==> src/rtl/tick_pkg.sv <==
`default_nettype none
// ---------------------------------------------------------------------
// tick_pkg : shared constants, types and helpers for the tick bank
// Revision : 1.0
// ---------------------------------------------------------------------
package tick_pkg;

  localparam int unsigned DEFAULT_DIV_GAME = 32'd2500000;
  localparam int unsigned DEFAULT_DIV_SLOW = 32'd10000000;

  localparam int CH_FALL     = 0;
  localparam int CH_DEBOUNCE = 1;
  localparam int CH_SCAN     = 2;
  localparam int CH_SOUND    = 3;

  typedef enum logic [1:0] {
    WR_NONE   = 2'd0,
    WR_LOAD   = 2'd1,
    WR_REJECT = 2'd2
  } wr_result_e;

  // Channel-select width, never narrower than one bit.
  function automatic int ch_width(input int n);
    return (n > 1) ? $clog2(n) : 1;
  endfunction

endpackage
`default_nettype wire

==> src/rtl/tick_divider_bank_if.sv <==
`default_nettype none
// ---------------------------------------------------------------------
// tick_divider_bank_if : divisor write bus of the tick divider bank
// Revision : 1.0
// ---------------------------------------------------------------------
interface tick_divider_bank_if
  import tick_pkg::*;
#(
  parameter int NUM_CH = 4,
  parameter int CNT_W  = 32
);

  localparam int CH_W = ch_width(NUM_CH);

  logic             wr_valid;
  logic [CH_W-1:0]  wr_ch;
  logic [CNT_W-1:0] wr_div;
  logic             wr_ready;

  modport master (
    output wr_valid,
    output wr_ch,
    output wr_div,
    input  wr_ready
  );

  modport slave (
    input  wr_valid,
    input  wr_ch,
    input  wr_div,
    output wr_ready
  );

endinterface
`default_nettype wire

==> src/rtl/tick_channel.sv <==
`default_nettype none
// ---------------------------------------------------------------------
// tick_channel : one divisor/counter slice producing tick and wave
// Revision : 1.0
// ---------------------------------------------------------------------
module tick_channel #(
  parameter int               CNT_W       = 32,
  parameter logic [CNT_W-1:0] DEFAULT_DIV = {{(CNT_W-1){1'b0}}, 1'b1}
) (
  input  logic             clk,
  input  logic             reset,
  input  logic             en,
  input  logic             clr,
  input  logic             load,
  input  logic [CNT_W-1:0] load_div,
  output logic             tick,
  output logic             wave
);

  localparam logic [CNT_W-1:0] c_one = {{(CNT_W-1){1'b0}}, 1'b1};

  logic [CNT_W-1:0] r_div;
  logic [CNT_W-1:0] r_cnt;
  logic             r_tick;
  logic             r_wave;
  logic [CNT_W-1:0] w_term;

  // Divisor is never zero, so the terminal value cannot underflow.
  assign w_term = r_div - c_one;

  always_ff @(posedge clk or posedge reset) begin
    if (reset) begin
      r_div  <= DEFAULT_DIV;
      r_cnt  <= '0;
      r_tick <= 1'b0;
      r_wave <= 1'b0;
    end else if (load) begin
      r_div  <= load_div;
      r_cnt  <= '0;
      r_tick <= 1'b0;
    end else if (clr) begin
      r_cnt  <= '0;
      r_tick <= 1'b0;
    end else if (en) begin
      if (r_cnt == w_term) begin
        r_cnt  <= '0;
        r_tick <= 1'b1;
        r_wave <= ~r_wave;
      end else begin
        r_cnt  <= r_cnt + c_one;
        r_tick <= 1'b0;
      end
    end else begin
      r_tick <= 1'b0;
    end
  end

  assign tick = r_tick;
  assign wave = r_wave;

endmodule
`default_nettype wire

==> src/rtl/tick_divider_bank.sv <==
`default_nettype none
// ---------------------------------------------------------------------
// tick_divider_bank : multi-channel programmable tick/wave generator
// Revision : 1.0
// ---------------------------------------------------------------------
module tick_divider_bank
  import tick_pkg::*;
#(
  parameter int          NUM_CH      = 4,
  parameter int          CNT_W       = 32,
  parameter int unsigned DEFAULT_DIV = DEFAULT_DIV_GAME
) (
  input  logic              clk,
  input  logic              reset,
  input  logic [NUM_CH-1:0] en,
  input  logic              sync,
  input  logic              err_clr,
  tick_divider_bank_if.slave wr,
  output logic [NUM_CH-1:0] tick,
  output logic [NUM_CH-1:0] wave,
  output logic              div_err
);

  localparam int               CH_W          = ch_width(NUM_CH);
  localparam logic [CNT_W-1:0] c_default_div = CNT_W'(DEFAULT_DIV);

  logic       r_ready;
  logic       r_err;
  logic       w_accept;
  logic       w_ch_ok;
  wr_result_e w_result;

  assign w_accept = wr.wr_valid && r_ready;

  // A select field that exactly spans the bank cannot address a missing channel.
  generate
    if ((1 << CH_W) == NUM_CH) begin : g_ch_full
      assign w_ch_ok = 1'b1;
    end else begin : g_ch_part
      assign w_ch_ok = (int'(wr.wr_ch) < NUM_CH);
    end
  endgenerate

  always_comb begin
    w_result = WR_NONE;
    if (w_accept) begin
      w_result = (w_ch_ok && (wr.wr_div != '0)) ? WR_LOAD : WR_REJECT;
    end
  end

  always_ff @(posedge clk or posedge reset) begin
    if (reset) begin
      r_ready <= 1'b0;
      r_err   <= 1'b0;
    end else begin
      r_ready <= 1'b1;
      if (w_result == WR_REJECT) begin
        r_err <= 1'b1;
      end else if (err_clr) begin
        r_err <= 1'b0;
      end
    end
  end

  assign wr.wr_ready = r_ready;
  assign div_err     = r_err;

  generate
    for (genvar i = 0; i < NUM_CH; i++) begin : g_ch
      logic w_load;

      assign w_load = (w_result == WR_LOAD) && (wr.wr_ch == CH_W'(i));

      tick_channel #(
        .CNT_W       (CNT_W),
        .DEFAULT_DIV (c_default_div)
      ) u_ch (
        .clk      (clk),
        .reset    (reset),
        .en       (en[i]),
        .clr      (sync),
        .load     (w_load),
        .load_div (wr.wr_div),
        .tick     (tick[i]),
        .wave     (wave[i])
      );
    end
  endgenerate

endmodule
`default_nettype wire

==> src/flat_wrapper.sv <==
// flat-port wrapper written by rule: the top's interface ports become plain ports
module tick_divider_bank_flat import tick_pkg::*;
#(
  parameter int          NUM_CH      = 4,
  parameter int          CNT_W       = 32,
  parameter int unsigned DEFAULT_DIV = DEFAULT_DIV_GAME
)
  (clk, reset, en, sync, err_clr, tick, wave, div_err, wr_wr_valid, wr_wr_ch, wr_wr_div, wr_wr_ready);
  tick_divider_bank_if #(.NUM_CH(NUM_CH), .CNT_W(CNT_W)) wr_i ();
  input  logic clk;
  input  logic reset;
  input  logic [NUM_CH-1:0] en;
  input  logic sync;
  input  logic err_clr;
  output logic [NUM_CH-1:0] tick;
  output logic [NUM_CH-1:0] wave;
  output logic div_err;
  input wire logic [$bits(wr_i.wr_valid)-1:0] wr_wr_valid;
  input wire logic [$bits(wr_i.wr_ch)-1:0] wr_wr_ch;
  input wire logic [$bits(wr_i.wr_div)-1:0] wr_wr_div;
  output wire logic [$bits(wr_i.wr_ready)-1:0] wr_wr_ready;
  assign wr_i.wr_valid = wr_wr_valid;
  assign wr_i.wr_ch = wr_wr_ch;
  assign wr_i.wr_div = wr_wr_div;
  assign wr_wr_ready = wr_i.wr_ready;
  tick_divider_bank #(.NUM_CH(NUM_CH), .CNT_W(CNT_W), .DEFAULT_DIV(DEFAULT_DIV)) u_core (.clk(clk), .reset(reset), .en(en), .sync(sync), .err_clr(err_clr), .wr(wr_i), .tick(tick), .wave(wave), .div_err(div_err));
endmodule
==> config.mk <==
export PLATFORM = sky130hd
export DESIGN_NAME = tick_divider_bank_flat
export DESIGN_NICKNAME = d
export VERILOG_FILES = /design/src/rtl/tick_pkg.sv /design/src/rtl/tick_divider_bank_if.sv /design/src/rtl/tick_channel.sv /design/src/rtl/tick_divider_bank.sv /design/src/flat_wrapper.sv
export SDC_FILE = /design/constraint.sdc
export NUM_CORES = 1
export LEC_CHECK = 0
export CAP_MARGIN = 20
export CORE_AREA = 5 5 203 205
export DETAILED_ROUTE_END_ITERATION = 12
export DIE_AREA = 0 0 208 210
export HOLD_SLACK_MARGIN = 0.03
export SLEW_MARGIN = 10
export SYNTH_ARGS = -nofsm -noshare
export SYNTH_HDL_FRONTEND = slang
export SYNTH_SLANG_ARGS = --single-unit
==> constraint.sdc <==
create_clock -name clk -period 8.2 [get_ports clk]
set_clock_uncertainty 0.05 [all_clocks]
set_input_delay 1.23 -clock clk [delete_from_list [all_inputs] [get_ports clk]]
set_output_delay 1.23 -clock clk [all_outputs]
set_load 0.02 [all_outputs]
---- Yosys cells after proc, flatten, opt, wreduce, memory -nomap -nowiden ----
Cells that the tools add are included.
word-level totals
  word-level logic and storage cells ...... 96
  output and inout bits ................... 10
  register bits ........................... 266
cells by class
  bitwise logic cells ..................... 9
  reduce and logical (&&, ||, !) cells .... 16
  equality and inequality tests ........... 9
  add/sub/neg operators ................... 8
  multiplexer cells ....................... 36
operators by type and width
  kind                                                                  count
  32-bit two-way mux                                                    16
  32-bit by 1-bit adder with 32-bit output, second input constant       4
  32-bit == test                                                        4
  32-bit by 1-bit subtractor with 32-bit output, second input constant  4
  32-bit nonzero test                                                   1
  1-bit two-way mux                                                     18
  4-bit AND reduction                                                   4
  3-bit nonzero test                                                    4
  1-bit inverter                                                        9
  2-bit == test, second input constant                                  3
  1-bit logical AND                                                     5
  2-bit by 1-bit == test with 1-bit output, second input constant       2
  2-bit two-way mux                                                     2
  2-bit logical NOT                                                     1
  2-bit nonzero test                                                    1

---- Depth between registers and ports, before layout ----
  depth after elaboration ................. 7
  mapped depth ............................ 14
  gate-level depth less buffers ........... 11

---- Modules after synthesis ----
Synthesis repeated with hierarchy kept, for this count alone.
second synthesis, totals
  cells, all modules ...................... 1856
  area, all modules ....................... 17495.5 um2
modules (own cells, without submodules)
  module                                  area an instance (um2)  cells each  sequential area each (um2)  instances
  tick_channel (u_core.g_ch[0].u_ch ...)  4398.0                  464         1661.6                      3
  tick_channel (u_core.g_ch[3].u_ch)      4086.4                  441         1661.6                      1
  tick_divider_bank                       215.2                   23          50.0                        1

---- Worst setup path after synthesis ----
No wires, ideal clock.
  path kind ............................... register -> register
  from .................................... register u_core.g_ch[1].u_ch.r_div[0]
  to ...................................... register u_core.g_ch[1].u_ch.r_cnt[10]
  path buffers ............................ 1
  data arrival time ....................... 3237 ps
  library setup time ...................... 126 ps
  period minus slack after synthesis ...... 3413 ps
  data required time ...................... 8024 ps
  setup slack ............................. 4787 ps
  stages on the path, launching flop included .. 13
  cells stage by stage .................... dfrtp_1 inv_1 ha_1 nor4b_4 nand2_4 or4_1 a21oi_1 nor3_1 or4_4 nor4_4 buf_6 nor2_1 a221o_1
between the ends
  longest elaborated chain between the ends .. 6
RTL lines
  element                                        RTL line            text
  start, declared                                tick_channel.sv:22  logic [CNT_W-1:0] r_div;
  start signal, assigned                         tick_channel.sv:38  r_div <= load_div;
  32-bit by 1-bit subtractor with 32-bit output  tick_channel.sv:29  assign w_term = r_div - c_one;
  32-bit == test                                 tick_channel.sv:45  if (r_cnt == w_term) begin
  32-bit two-way mux                             tick_channel.sv:45
  32-bit two-way mux                             tick_channel.sv:44  end else if (en) begin
  32-bit two-way mux                             tick_channel.sv:41  end else if (clr) begin
  32-bit two-way mux                             tick_channel.sv:37  end else if (load) begin
  end signal, assigned                           tick_channel.sv:50  r_cnt <= r_cnt + c_one;
  end, declared                                  tick_channel.sv:23  logic [CNT_W-1:0] r_cnt;
No other way between the ends. The select of a mux whose other input is x is not followed.
A chain may end at the register's enable or synchronous reset.

---- Worst setup path in the final report ----
  from .................................... input wr_wr_div[28]
  to ...................................... register u_core.g_ch[2].u_ch.r_cnt[11]
between the ends
  longest elaborated chain between the ends .. 6
RTL lines
  element                                                                    RTL line                 text
  start, declared                                                            flat_wrapper.sv:20       input wire logic [$bits(wr_i.wr_div)-1:0] wr_wr_div;
  32-bit nonzero test (*)                                                    tick_divider_bank.sv:47  w_result = (w_ch_ok && (wr.wr_div != '0)) ? WR_LOAD : WR_REJECT;
  2-bit two-way mux (*)                                                      tick_divider_bank.sv:47
  2-bit two-way mux (*)                                                      tick_divider_bank.sv:46  if (w_accept) begin
  2-bit by 1-bit == test with 1-bit output (*)                               tick_divider_bank.sv:72  assign w_load = (w_result == WR_LOAD) && (wr.wr_ch == CH_W'(i));
  1-bit logical AND (*)                                                      tick_divider_bank.sv:72
  3-bit nonzero test (no line) / 32-bit two-way mux (equally long branches)  -
  end signal, assigned                                                       tick_channel.sv:50
  end, declared                                                              tick_channel.sv:23
Mark *: on every way between the ends. The rest lies on a longest branch, timed or not.

==> impl_metrics.ini <==
[floorplan]
core_sq_um = 39300
num_rows = 73
io_pins = 53
dieArea_sq_um = 43700
die_y_microns = 210
start_util_pct = 44.3
die_x_microns = 208

[sta]
max_freq_mhz = 214
worstMarginPinSlew_ns = 1.10
finalCritPeriodShare_pct = 56.9
hold_viol_final = 0
finalWorstSetupSlack_ns = 3.54
setup_viol_count_final = 0
drv_slew = 0
slew_headroom_pct = 26.6
rsz0062_at_grt = no
fin_hold_ws_ns = 0.414
min_period_ns = 4.66
fin_tns_setup_ns = 0

[place]
hpwlAfterDp_mm = 35.4
place_ws_ns = 2.96
dp_cells = 2344
port_buffers = 52
gp_congestion = 0.873

[cts]
numCtsBuffers = 34
postCtsHoldBufs = 0
cts_tree = done
cts.reportedPaths.clkPinSlew_ns = 0.06
numClockSinks = 266
post-cts-setup-buffers = 0
h-tree-depth = 2
cts-resized-gates = 0
clockRootBuffer = clkbuf_16
clkLatencyLatePin_ns = 0.55
clock_path_buffers = 3

[yosys]
synth_cells = 1849
synth_top_flop_cell = dfrtp_1
ys_ff_latch = 266
async_flop_share_pct = 100
synth_cell_types = 88
ys_warn_count = 0
synth_top_area_share_pct = 33.7
synth.net_count = 1900
yosys-top-cells-area = dfrtp_1, mux2_2, xnor2_1
yosys.area.top_type = dfrtp_1
ys_seq_area_share_pct = 38.5
synth_edf_count = 0
synth_area_per_cell_sq_um = 9.40
synthesis.area_sq_um = 17400

[global_route]
grt_max_degree = 192
gr-total-overflow = 0
grtUsageMet2_pct = 36.2
grt_pass1_wl_mm = 78.3
first_global_vias = 14000
grt_util_met1_pct = 29.8
top_usage_layer = met2
grt_usage_pct = 21.9
grt_use_met3_pct = 3.60
antenna_found_initial = 0

[worst_setup_path]
critPathLaunchType = input port
required_ns = 8.63
critical_path_class = input port to flop
cp.arrival_ns = 5.10
worstRegToRegCells = 10
critPathMaxFanout = 18
reg2reg_to = u_core.g_ch[0].u_ch.r_cnt[18]$_DFFE_PP0P_
startpoint = wr_wr_div[28]
crit-reg2reg-launch = u_core.g_ch[0].u_ch.r_div[0]$_DFFE_PP0P_
reg2reg_slack_ns = 3.81
cp-end-kind = flop

[hold_path]
hold_depth = 1
min_to = u_core.g_ch[1].u_ch.wave$_DFFE_PP0P_
hold_class = flop to flop
hold_start = u_core.g_ch[1].u_ch.wave$_DFFE_PP0P_

[detailed_routing]
drt-pass1-iter-count = 5
drt-initial-drc-count = 1010
finalWirelength_mm = 48.5
detail_route.wl_per_cell_microns = 20.2
viasPerCell = 5.98
drtAntennaViolNets = 0
vias = 14400
drc_errors = 0

[cells_and_area]
finalNonFillerCells = 2407
drive_above_1_share_pct = 14.8
diodes = 0
nets = 1907
area_growth_pct = 12.0

[power]
p_total_mw = 4.20
irDropWorstVdd_v = 0.000121
leakage_nw = 7.83
power.density_nw_per_um2 = 216

[run_status]
outcome = finished clean

[job]
maxCapViolations = 0
==> per-stage QoR <==
stage | util (%) | instance area, sq um
6_report | 49.6 | 19500
5_1_grt | 49.6 | 19500
2_1_floorplan | - | 17400
4_1_cts | 49.5 | 19500
3_5_place_dp | 46.5 | 18300
3_3_place_gp | 46.5 | 18300
==> Yosys cell counts (all sizes together) (9+ instances only) <==
library cell and count:
nor2b 26, and2 19, mux2 130, and4 14, or4 23, nand4 48
o31ai 33, dfrtp 234, nand2 104, o2111ai 9, nand3 115, o21ai 23
a21o 17, xor2 95, or3 27, nor2 216, buf 28, or2 11
nor4b 19, inv 39, and3 16, dfstp 32, a31oi 14, nand2b 27
clkbuf 67, nor4 58, mux2i 18, nor3b 10, o211ai 10, a21oi 23
a22o 36, a221o 37, nor3 70, nand3b 11, xnor2 114
==> how the worst max path moves through the flow <==
stage                                           endpoint  slack [ns]  cells past startpoint
6_report       u_core.g_ch[2].u_ch.r_cnt[11]$_DFFE_PP0P_        3.54                     10
5_1_grt        u_core.g_ch[2].u_ch.r_cnt[11]$_DFFE_PP0P_        3.26                     10
4_1_cts        u_core.g_ch[3].u_ch.r_cnt[15]$_DFFE_PP0P_        3.40                     10
3_5_place_dp    u_core.g_ch[2].u_ch.r_cnt[4]$_DFFE_PP0P_        2.96                     10
3_3_place_gp    u_core.g_ch[2].u_ch.r_cnt[4]$_DFFE_PP0P_        3.08                     10
2_1_floorplan                 u_core.div_err$_DFFE_PP0P_        3.43                      1
==> flip-flops by register name, summed over array words and instances (netlist names) <==
signal                  flops
u_core.div_err              1
u_core.g_ch.u_ch.r_cnt    128
u_core.g_ch.u_ch.tick       4
u_core.g_ch.u_ch.wave       4
u_core.g_ch.u_ch.r_div    128
u_core.wr.wr_ready          1
==> routing by layer <==
metal  up-vias  share of wire, %
met1      7204                45
met3        74               4.4
met4         0               3.2
li1       6805                 -
met2       304                47
met5         -                 0
==> cell type report <==
| cell class | instances | area, sq um |
|---|---|---|
| fill | 3733 | 19800 |
| multi-input combinational | 1449 | 10100 |
| sequential | 266 | 6700 |
| clock buffer | 48 | 985 |
| tap | 525 | 657 |
| timing repair buffer | 66 | 646 |
| clock inverter | 14 | 194 |
| inverter | 39 | 150 |
==> worst max-delay path: stages <==
cell,delay (ns)
clkdlybuf4s50_1,0.51
nor4_1,0.50
nand4_1,0.52
o2111ai_4,0.74
buf_4,0.38
nor2b_1,0.23
and2_1,0.55
nand3_1,0.14
nor2_1,0.13
a221o_1,0.15
==> kinds of logic after synthesis <==
kind of cell | after synthesis | synth area share, %
simple gates | 833 | 26.1
xor+xnor | 210 | 10.7
buf+inv | 134 | 3.48
fa+ha+maj | 8 | 0.576
other cells | 1 | 0.0216
flops | 266 | 38.5
compound gates | 248 | 11.1
mux | 149 | 9.59
==> power by group <==
| group | internal (mW) | switching (mW) | leakage, nW |
|---|---|---|---|
| clock network | 0.970 | 0.611 | 0.577 |
| logic | 0.406 | 0.427 | 3.84 |
| registers | 1.48 | 0.297 | 3.41 |
==> layout by cell type, fill, tap and decap left out, types with 27 or more instances in the layout <==
cell / synthesis / layout
dfrtp_1: 234 / 234
nor2_1: 213 / 213
o31ai_1: 33 / 33
a22o_1: 36 / 36
xor2_1: 95 / 95
inv_1: 39 / 38
nor4_1: 49 / 49
nand3_1: 114 / 114
nand2_1: 103 / 103
nor3_1: 70 / 70
nand2b_1: 27 / 27
xnor2_1: 114 / 114
clkbuf_16: 0 / 35
clkdlybuf4s50_1: 0 / 52
nand4_1: 47 / 47
a221o_1: 37 / 37
dfstp_2: 32 / 32
mux2_2: 130 / 130
(Power assumes the default switching activity.)
==> variant 1, RTL diff (same settings) <==
Reset style: synchronous (`reset`), changed in 2 clocked blocks.
--- a/src/rtl/tick_channel.sv
+++ b/src/rtl/tick_channel.sv
@@ -29,5 +29,5 @@
   assign w_term = r_div - c_one;
 
-  always_ff @(posedge clk or posedge reset) begin
+  always_ff @(posedge clk) begin
     if (reset) begin
       r_div  <= DEFAULT_DIV;
--- a/src/rtl/tick_divider_bank.sv
+++ b/src/rtl/tick_divider_bank.sv
@@ -49,5 +49,5 @@
   end
 
-  always_ff @(posedge clk or posedge reset) begin
+  always_ff @(posedge clk) begin
     if (reset) begin
       r_ready <= 1'b0;
Formal check against the unedited RTL: differs if reset is asserted again (counterexample within 4 cycles, from zero or initial values and one cycle with reset high); with reset held inactive, the same outputs for 4 cycles.
==> variant 1 against the original RTL <==
Wire length shrank 7.9%. Design area shrank 12%. Maximum frequency grew 13%. Synthesized area shrank 13%. Register-to-register slack gained 0.28 ns. Cell count grew 4.8%. Sequential cell count is the same. Worst setup slack gained 0.55 ns. Sequential share of layout area shrank 3.4 points.
Power is not compared: it rests on default switching activity, and its combinational part moved more than twofold at a synthesized area within 25%.
==> variant 1: results (changes against the original RTL) <==
Synthesis
  – Post-synthesis sequential area ratio: 35.1% (was 38.5%)
  – Mux share of post-synthesis cell area: 0.760% (was 9.59%)
  – Synth Area in Compound Gates: 10.4% (was 11.1%)
  – Main area contributors after synthesis: dfxtp_1, nand2_1, xor2_1, xnor2_1, nor3_1 (was dfrtp_1, mux2_2, xnor2_1, dfstp_2, xor2_1)

Finish
  – Inverters: 36 (was 39)
  – ClkCell Share: 6.26% (was 6.05%)
  – Fraction of area in registers: 31.0% (was 34.4%)
  – Nets: 2027 (was 1907)
  – Non-clock buffers, area share: 4.21% (was 3.32%)
  – Multi-Input Combinational: 1570 (was 1449)

Hold path
  – Hold Path Stages: 2 (was 1)
  – Worst Hold Launch: u_core.g_ch[0].u_ch.r_div[31] (was u_core.g_ch[1].u_ch.wave)
  – Worst Hold Path EP: u_core.g_ch[0].u_ch.r_div[31] (was u_core.g_ch[1].u_ch.wave)

Detailed routing
  – Metal3 WL: 2.10 mm (was 2.14 mm)
  – Initial DRC count: 899 (was 1010)
  – M1 WL: 20.8 mm (was 21.9 mm)

Critical path
  – Worst reg2reg endpoint: u_core.g_ch[1].u_ch.r_cnt[14] (was u_core.g_ch[0].u_ch.r_cnt[18])
  – Reg2Reg Depth: 9 (was 10)
  – CP Data Arrival Time: 4.50 ns (was 5.10 ns)
  – Setup CP Type: register to register (was input pin to register)
  – Worst R2R Setup Slack: 4.09 ns (was 3.81 ns)

Placement
  – Dpl ws: 3.42 ns (was 2.96 ns)
  – DP Area: 0.0160 mm^2 (was 0.0183 mm^2)

Global route
  – Vias in the first global route: 12834 (was 13968)

Run status
  – Status: finished, final reports clean (unchanged)

Timing
  – Period minus WS final: 4.11 ns (was 4.66 ns)
==> variant 1: cell types whose count changed after synthesis, sizes merged, moves of 36 or more <==
cell and change:
nor2 -62, xor2 +45, mux2 -128, nand2 +256
a22o -36, a21oi +99, dfxtp +266, nor3 +59
dfrtp -234
==> variant 1: power by group through the flow <==
stage	logic (W)	clock network [W]	registers, W
2_1_floorplan	0.000121	0	0.00135
3_3_place_gp	0.000189	0	0.00136
3_5_place_dp	0.000195	0	0.00137
4_1_cts	0.000195	0.00150	0.00134
5_1_grt	0.000216	0.00155	0.00134
6_report	0.000198	0.00146	0.00134
==> variant 1: logic make-up after synthesis <==
family | Yosys count
xor+xnor | 279
buf+inv | 149
flops | 266
mux | 10
fa+ha+maj | 8
compound gates | 248
simple gates | 1025
==> variant 1: critical path: stages, from the launching register on <==
cell       delay (ns)
dfxtp_1          0.37
nor4_1           0.56
nand4_1          0.52
nor4_1           0.44
xnor2_1          0.15
a211oi_1         0.31
o2111ai_1        0.34
nor3_2           0.81
buf_4            0.37
nor3_1           0.08
==> variant 2, RTL diff (same settings) <==
Without the edit above. `CNT_W` is set to 32 in 4 places; all go to 48.
--- a/src/rtl/tick_divider_bank_if.sv
+++ b/src/rtl/tick_divider_bank_if.sv
@@ -8,5 +8,5 @@
 #(
   parameter int NUM_CH = 4,
-  parameter int CNT_W  = 32
+  parameter int CNT_W  = 48
 );
 
--- a/src/rtl/tick_channel.sv
+++ b/src/rtl/tick_channel.sv
@@ -5,5 +5,5 @@
 // ---------------------------------------------------------------------
 module tick_channel #(
-  parameter int               CNT_W       = 32,
+  parameter int               CNT_W       = 48,
   parameter logic [CNT_W-1:0] DEFAULT_DIV = {{(CNT_W-1){1'b0}}, 1'b1}
 ) (
--- a/src/rtl/tick_divider_bank.sv
+++ b/src/rtl/tick_divider_bank.sv
@@ -8,5 +8,5 @@
 #(
   parameter int          NUM_CH      = 4,
-  parameter int          CNT_W       = 32,
+  parameter int          CNT_W       = 48,
   parameter int unsigned DEFAULT_DIV = DEFAULT_DIV_GAME
 ) (
--- a/src/flat_wrapper.sv
+++ b/src/flat_wrapper.sv
@@ -3,5 +3,5 @@
 #(
   parameter int          NUM_CH      = 4,
-  parameter int          CNT_W       = 32,
+  parameter int          CNT_W       = 48,
   parameter int unsigned DEFAULT_DIV = DEFAULT_DIV_GAME
 )
Interface: changed (resized wr_wr_div); port bits go from 53 to 69. The function was not compared with the original's and may differ.
==> variant 2 against the original RTL <==
Critical path depth down 1. Synthesized area up 49%. Sequential cell count up 128. Wire length up 58%. Worst setup slack worse by 0.89 ns. Maximum frequency down 16%. Global-route usage up 12 points. Design area up 44%. Total power up 40%. Largest power group unchanged.
==> variant 2: results (changes against the original RTL) <==
Detailed routing
  – First-pass DRT Iterations: 6 (was 5)
  – Total number of vias: 22386 (was 14387)
  – Final Routed Wirelength: 76.6 mm (was 48.5 mm)
  – Initial DRC count: 2363 (was 1010)

Global route
  – Vias in the first global route: 21210 (was 13968)
  – Largest net degree at the start of global routing: 174 (was 192)
  – All-layer global routing usage: 34.1% (was 21.9%)
  – M3 GR Usage: 5.52% (was 3.60%)
  – Met1 Use GR: 47.9% (was 29.8%)
  – First-pass GRT wire length: 120 mm (was 78.3 mm)

Synthesis
  – Main area contributors after synthesis: dfrtp_1, mux2_2, xnor2_1, xor2_1, nor2_1 (was dfrtp_1, mux2_2, xnor2_1, dfstp_2, xor2_1)
  – Syn nets: 2858 (was 1900)
  – Async S/R FF share, synth: 100% (unchanged)
  – Post-synthesis sequential area ratio: 38.3% (was 38.5%)
  – Post-synth cell types: 95 (was 88)
  – Main synth FF type: dfrtp_1 (unchanged)
  – Post-Syn Instances: 2791 (was 1849)
  – Post-synth top cells: dfrtp_1, nor2_1, xnor2_1 (was dfrtp_1, nor2_1, mux2_2)

Finish
  – Fin cells: 3327 (was 2407)
  – Biggest regs: u_core.g_ch.u_ch.r_cnt (192), u_core.g_ch.u_ch.r_div (192) (was u_core.g_ch.u_ch.r_cnt (128), u_core.g_ch.u_ch.r_div (128))
  – Nets: 2834 (was 1907)
  – Layout cells sized above 1: 13.9% (was 14.8%)

Placement
  – Routability Congestion: 0.966 (was 0.873)
  – DP Cell Count: 3248 (was 2344)
  – PortBufs: 68 (was 52)
  – Dpl ws: 2.27 ns (was 2.96 ns)
  – DP HPWL: 56.5 mm (was 35.4 mm)

Critical path
  – CP Data Arrival Time: 5.96 ns (was 5.10 ns)
  – Reg2Reg Depth: 12 (was 10)
  – Worst R2R Setup Slack: 3.26 ns (was 3.81 ns)
  – Reg2reg start: u_core.g_ch[3].u_ch.r_div[0] (was u_core.g_ch[0].u_ch.r_div[0])
  – Crit Path Max Fanout: 28 (was 18)

Clock network
  – CTS buffer count: 42 (was 34)
  – Clk_lat worst skew: 0.58 ns (was 0.55 ns)

Timing
  – Rel. slew slack: 28.4% (was 26.6%)

Power and ir drop
  – Leak: 10.7 nW (was 7.83 nW)
  – VDD IR-drop max: 0.000157 V (was 0.000121 V)

Run status
  – Status: finished, final reports clean (unchanged)
[variant 2: cell types whose count changed after synthesis, sizes merged, moves of 71 or more]
cell | unedited run | this run
nand2 | 104 | 180
nand4 | 48 | 119
nor2 | 216 | 299
xor2 | 95 | 182
xnor2 | 114 | 215
dfrtp | 234 | 362
[variant 2: area by class of cell]
type / count / area [um^2]
tap: 525 / 657
fill: 2930 / 11200
multi-input combinational: 2192 / 15100
clock buffer: 61 / 1270
sequential: 394 / 9900
clock inverter: 16 / 148
timing repair buffer: 88 / 856
inverter: 49 / 188
antenna: 2 / 5.00
[variant 2: worst max path at each step]
stage / startpoint / end / slack, ns / cells after the start
2_1_floorplan: reset / u_core.div_err / 1.64 / 1
3_3_place_gp: wr_wr_div[40] / u_core.g_ch[0].u_ch.r_cnt[21] / 2.51 / 9
3_5_place_dp: wr_wr_div[40] / u_core.g_ch[0].u_ch.r_cnt[18] / 2.27 / 9
4_1_cts: wr_wr_div[40] / u_core.g_ch[0].u_ch.r_cnt[11] / 2.84 / 9
5_1_grt: wr_wr_div[40] / u_core.g_ch[0].u_ch.r_cnt[18] / 2.57 / 9
6_report: wr_wr_div[43] / u_core.g_ch[0].u_ch.r_cnt[11] / 2.65 / 9
[variant 2: critical path: stages]
cell and delay, ns:
clkdlybuf4s50_1 0.55, nor4_1 0.80, nand4_1 0.41, o311ai_2 0.39, buf_4 0.38, nor2b_1 0.45
and2_1 0.91, nand2_2 0.44, o31ai_1 0.39
[variant 2: logic make-up after synthesis]
logic type,share of synthesized area (%)
buffers and inverters,3.45
muxes,8.94
xor gates and xnor gates,13.5
and+or+nand+nor,26.5
adders and majority gates,0.387
DFF,38.3
other,0.0145
AOI/OAI and AO/OA,8.87
[variant 2: stage by stage]
step	hold WS, ns	area, um^2
after floorplan	0.393	25900
after CTS	0.429	28100
final	0.431	28100
after global routing	0.449	28100
after global placement	0.404	26700
after detailed placement	0.407	26700
[variant 2: per-layer routing]
layer  share of wire (%)  wire length [um]  vias up
met2                  45             34300      993
met4                 5.4              4100        2
met3                 7.7              5920      232
met1                  42             32200    11007
met5              0.0091                 7        -
li1                    -                 -    10152
[variant 2: power breakdown]
part	internal (W)	total [W]	leakage, nW	switching (W)
registers	0.00218	0.00267	5.07	0.000482
clock network	0.00114	0.00195	0.690	0.000813
logic	0.000597	0.00127	4.96	0.000673
